$ cat src/rtl/alu_dispatch.sv
// Issue sequencer for the fixed-point ALU: one operation in flight, illegal-opcode
// rejection and a watchdog so a hung multiply/divide always produces an error response.
module alu_dispatch #(
   parameter int N       = 32,
   parameter int Q       = 16,
   parameter int TIMEOUT = 64,
   parameter int TAG_W   = 4
) (
   input  logic                    clk,
   input  logic                    rst,
   input  logic                    req_valid,
   output logic                    req_ready,
   input  logic [3:0]              req_opcode,
   input  logic signed [N-1:0]     req_a,
   input  logic signed [N-1:0]     req_b,
   input  logic signed [N-1:0]     req_imm,
   input  logic [TAG_W-1:0]        req_tag,
   output logic                    enable_alu,
   output logic [3:0]              opcode,
   output logic signed [N-1:0]     dataA,
   output logic signed [N-1:0]     dataB,
   output logic signed [N-1:0]     data_imm,
   input  logic                    valid,
   input  logic                    zero,
   input  logic [N-1:0]            data_out,
   output logic                    rsp_valid,
   input  logic                    rsp_ready,
   output logic [N-1:0]            rsp_data,
   output logic                    rsp_zero,
   output logic [TAG_W-1:0]        rsp_tag,
   output logic                    rsp_error
);

   localparam int CW = (TIMEOUT > 2) ? $clog2(TIMEOUT) : 1;
   localparam logic [CW-1:0] LAST_CNT = CW'(TIMEOUT - 1);

   // Q only describes the operand format; reject nonsensical combinations at elaboration.
   if (Q >= N || TIMEOUT < 2) begin : g_bad_params
      $error("alu_dispatch: Q must be below N and TIMEOUT at least 2");
   end

   typedef enum logic [1:0] {
      S_IDLE = 2'd0,
      S_EXEC = 2'd1,
      S_RESP = 2'd2
   } state_t;

   state_t             state_reg;
   logic [CW-1:0]      count_reg;
   logic [TAG_W-1:0]   tag_reg;
   logic               enable_alu_reg;
   logic [3:0]         opcode_reg;
   logic [N-1:0]       a_reg;
   logic [N-1:0]       b_reg;
   logic [N-1:0]       imm_reg;
   logic               rsp_valid_reg;
   logic [N-1:0]       rsp_data_reg;
   logic               rsp_zero_reg;
   logic [TAG_W-1:0]   rsp_tag_reg;
   logic               rsp_error_reg;

   function automatic logic is_legal(input logic [3:0] op);
      case (op)
         4'b0000, 4'b0001, 4'b0010, 4'b0011,
         4'b0101, 4'b0110, 4'b0111, 4'b1000: is_legal = 1'b1;
         default:                            is_legal = 1'b0;
      endcase
   endfunction

   always_ff @(posedge clk) begin
      if (rst) begin
         state_reg      <= S_IDLE;
         count_reg      <= '0;
         tag_reg        <= '0;
         enable_alu_reg <= 1'b0;
         opcode_reg     <= '0;
         a_reg          <= '0;
         b_reg          <= '0;
         imm_reg        <= '0;
         rsp_valid_reg  <= 1'b0;
         rsp_data_reg   <= '0;
         rsp_zero_reg   <= 1'b0;
         rsp_tag_reg    <= '0;
         rsp_error_reg  <= 1'b0;
      end else begin
         case (state_reg)
            S_IDLE: begin
               if (req_valid) begin
                  tag_reg   <= req_tag;
                  count_reg <= '0;
                  if (is_legal(req_opcode)) begin
                     enable_alu_reg <= 1'b1;
                     opcode_reg     <= req_opcode;
                     a_reg          <= req_a;
                     b_reg          <= req_b;
                     imm_reg        <= req_imm;
                     state_reg      <= S_EXEC;
                  end else begin
                     rsp_valid_reg <= 1'b1;
                     rsp_error_reg <= 1'b1;
                     rsp_data_reg  <= '0;
                     rsp_zero_reg  <= 1'b0;
                     rsp_tag_reg   <= req_tag;
                     state_reg     <= S_RESP;
                  end
               end
            end
            S_EXEC: begin
               // A result arriving on the last watchdog cycle still counts as success.
               if (valid || count_reg == LAST_CNT) begin
                  enable_alu_reg <= 1'b0;
                  opcode_reg     <= '0;
                  a_reg          <= '0;
                  b_reg          <= '0;
                  imm_reg        <= '0;
                  rsp_valid_reg  <= 1'b1;
                  rsp_tag_reg    <= tag_reg;
                  rsp_error_reg  <= ~valid;
                  rsp_data_reg   <= valid ? data_out : '0;
                  rsp_zero_reg   <= valid & zero;
                  state_reg      <= S_RESP;
               end else begin
                  count_reg <= count_reg + 1'b1;
               end
            end
            S_RESP: begin
               if (rsp_ready) begin
                  rsp_valid_reg <= 1'b0;
                  state_reg     <= S_IDLE;
               end
            end
            default: state_reg <= S_IDLE;
         endcase
      end
   end

   assign req_ready  = (state_reg == S_IDLE) && !rst;
   assign enable_alu = enable_alu_reg;
   assign opcode     = opcode_reg;
   assign dataA      = a_reg;
   assign dataB      = b_reg;
   assign data_imm   = imm_reg;
   assign rsp_valid  = rsp_valid_reg;
   assign rsp_data   = rsp_data_reg;
   assign rsp_zero   = rsp_zero_reg;
   assign rsp_tag    = rsp_tag_reg;
   assign rsp_error  = rsp_error_reg;

endmodule

$ cat config.mk
export PLATFORM = sky130hd
export DESIGN_NAME = alu_dispatch
export DESIGN_NICKNAME = d
export VERILOG_FILES = /design/src/rtl/alu_dispatch.sv
export SDC_FILE = /design/constraint.sdc
export NUM_CORES = 1
export LEC_CHECK = 0
export CAP_MARGIN = 20
export CORE_MARGIN = 1
export CORE_UTILIZATION = 25
export CTS_BUF_LIST = sky130_fd_sc_hd__clkbuf_8
export DETAILED_ROUTE_END_ITERATION = 8
export PLACE_DENSITY = 0.58
export SYNTH_ARGS = -nofsm -noshare
export SYNTH_HDL_FRONTEND = slang
export SYNTH_SLANG_ARGS = --single-unit
export TNS_END_PERCENT = 5
$ cat constraint.sdc
create_clock -name clk -period 3.82 [get_ports clk]
set_clock_uncertainty 0.15 [all_clocks]
set_input_delay 0.955 -clock clk [delete_from_list [all_inputs] [get_ports clk]]
set_output_delay 0.955 -clock clk [all_outputs]
set_load 0.01 [all_outputs]
==> impl_metrics.csv <==
group,metric,value,unit
floorplan,start_util,25.6,%
timing,period_share,85.9,%
clock_network,clock_sinks,152,
hold_path,hold_path_end,"rsp_tag[1]",
synthesis,yosysMostFrequentCell,"dfxtp_1",
route,totalWireLength,16300,um
setup_path,cp-end-kind,"primary output",
route,drtIter0Drc,206,
route,final_antenna_net_count,0,
synthesis,synth_edf_count,0,
timing,period_needed,3.28,ns
global_routing,gr-usage-met1,16.3,%
setup_path,max_stage_delay,0.58,ns
pwr,pwr-share-seq,47.1,%
global_routing,grt_overflow,0,
placement,placement.io_buffers,282,
setup_path,cp_cell_sequence,"clkdlybuf4s50_1, nor3_1, clkdlybuf4s50_1",
clock_network,root_buffer,"clkbuf_8",
layout,area_delta_synth_final,66.8,%
synthesis,synth_fp_nets,556,
clock_network,cts_resized,0,
synthesis,ys_top_cells_by_area,"dfxtp_1 59%, a32o_1 26%, buf_2 1.7%, clkbuf_1 1.6%, a221oi_2 1.4%",
timing,tightest_slew,0.798,ns
global_routing,grt_max_degree,97,
layout,finalNetCount,815,
hold_path,hold_start,"rsp_tag[1]",
timing,rsz0062_at_grt,"false",
setup_path,start_kind,"input port",
global_routing,grt_pass1_vias,4778,
placement,dp.final_hpwl,11000,um
pwr,ir_worst_vdd,0.000179,V
global_routing,grt_pass1_wl,25500,um
global_routing,antenna_found_initial,0,
synthesis,synth_top_cell_by_area,"dfxtp_1",
clock_network,clock_tree.buffer_depth,2,
timing,fmax,0.305,GHz
hold_path,hold_path_depth,2,
setup_path,required,2.71,ns
route,avgRoutedWirePerCell,17.1,um
setup_path,cp_top_family,"buffers and inverters",
setup_path,worst-path-stages,3,
timing,timing.hold.ws,0.318,ns
placement,place_congestion,0.746,
synthesis,avgSynthCellArea,12.6,um2
pwr,power,3.66,mW
route,drc,0,
route,vias,4700,
layout,final_util,42.6,%
placement,place_area,8190,um2
pwr,p_clk_share,36.7,%
pwr,leakagePower,3.01,nW
global_routing,grt.busiest_layer,"met2",
setup_path,crit_type,"in2out",
hold_path,min_path_type,"reg2reg",
timing,final_hold_viol_count,0,
synthesis,synth-seq-area-share,58.7,%
synthesis,yosys-top-cells-count,"152 x dfxtp_1, 133 x a32o_1, 22 x clkbuf_1",
setup_path,worst_ep_arrival_time,2.17,ns
synthesis,synth-seq-cells,152,
floorplan,die_h,146,um
layout,area.sequential,3040,um2
pwr,power_frac_comb,16.2,%
setup_path,cp_slowest_cell,"clkdlybuf4s50_1",
synthesis,yosys.cell_types.count,41,
status,status,"finished clean",
synthesis,synth_top_area_share,58.7,%
clock_network,cts_setup_buffers,0,
layout,insertedDiodeCount,0,
layout,finalInstanceArea,8650,um2
layout,multi_input_area,1890,um2
clock_network,cts_tree,"yes",
synthesis,synthArstFlopShare,0,%
setup_path,cp_max_fo,2,
synthesis,ys.warnings.count,0,
route,drt-pass1-iter-count,5,
layout,drive_above_1_share,7.74,%
timing,relSlewSlack,46.8,%
pwr,swShare,25.5,%
global_routing,track_usage,15.1,%
setup_path,worstReg2RegStart,"state_reg[0]",
floorplan,die_area,21300,um2
setup_path,r2r_cells,5,
synthesis,synthFlopType,"dfxtp_1",
clock_network,clk_pin_slew,0.09,ns
setup_path,critPathBufInv,2,
setup_path,r2r_end,"dataA[30]",
timing,fin_tns_setup,0,ns
timing,maxSlewViolCount,0,
setup_path,critPathMostFrequentCell,"clkdlybuf4s50_1",
floorplan,pin_count,283,
global_routing,grt_util_met3,6.25,%
route,viasPerCell,4.92,
timing,final-setup-viol-count,0,
clock_network,postCtsHoldBufs,0,
pwr,netSwitchingPower,0.932,mW
clock_network,htreeDepth,4,
floorplan,fp.coreArea,20300,um2
pwr,p_int,2.73,mW
synthesis,syn_inst,413,
floorplan,placementRows,52,
floorplan,die_w,146,um
layout,fillers,1921,
global_routing,use_met2,25.8,%
setup_path,r2r_slack,1.35,ns
pwr,pwr_density_cell,423,nW/um2
clock_network,cts_buffers,17,
job,maxCapViolCount,0,
clock_network,insertion_delay,0.44,ns
synthesis,syn_area,5190,um2
==> cell type report <==
class / instances / share of cell area, %
flip-flops and latches: 152 / 35.2
clock buffers: 20 / 3.18
clock inverters: 12 / 1.88
repair buffers: 289 / 33.7
well taps: 270 / 3.90
inverters: 7 / 0.333
multi-input cells: 205 / 21.8
==> layer usage <==
metal  vias up  part of all wire [%]
li1       2212                     -
met1      2273                    41
met2       195                    48
met3        20                   9.6
met4         0                   2.0
met5         -                     0
==> cells in the final DEF (no fill, tap or decap), types with 2 or more instances in the layout <==
cell	Yosys	layout
clkinvlp_4	0	2
xnor2_1	3	3
and4_1	2	2
bufinv_16	0	3
nor2b_1	6	6
clkbuf_8	0	20
nor2_1	8	8
inv_6	0	3
inv_1	6	6
nand3b_1	2	2
clkinv_4	0	3
buf_4	1	4
nor3_1	2	2
buf_12	0	2
dfxtp_1	152	152
a211oi_1	6	6
nand2_1	6	6
mux2i_1	4	4
or3b_2	2	2
clkdlybuf4s50_1	0	282
a221oi_2	5	5
a21oi_1	5	5
a32o_1	133	133
==> cell families after synthesis <==
logic type	synth area share, %
compound gates	30.2
flops	58.7
buf+inv	5.14
simple gates	4.46
mux	0.772
xor+xnor	0.507
fa+ha+maj	0.241
==> power by group through the flow <==
stage / sequential, mW / combinational [mW] / clock, mW
finish: 1.72 / 0.593 / 1.34
global route: 1.74 / 0.632 / 1.46
CTS: 1.72 / 0.600 / 1.40
detailed placement: 1.76 / 0.596 / 0
global placement: 1.76 / 0.586 / 0
floorplan: 1.79 / 0.204 / 0
==> metrics by stage <==
stage / setup WS [ns] / cells
finish: 0.540 / 955
detailed placement: 0.524 / 922
CTS: 0.509 / 954
global placement: 0.495 / 922
floorplan: 1.11 / 413
global route: 0.513 / 955
==> worst max-delay path by stage <==
| stage | start | endpoint | slack (ns) |
|---|---|---|---|
| 2_1_floorplan | rst | req_ready | 1.11 |
| 3_3_place_gp | rst | req_ready | 0.49 |
| 3_5_place_dp | rst | req_ready | 0.52 |
| 4_1_cts | rst | req_ready | 0.51 |
| 5_1_grt | rst | req_ready | 0.51 |
| 6_report | rst | req_ready | 0.54 |
==> worst reg2reg max path: cells and delay by family (launching register included) <==
family          cells  cell delay [ns]
compound gates      3             0.98
buf+inv             1             0.19
simple gates        1             0.29
flops               1             0.76
(Power assumes the default switching activity.)
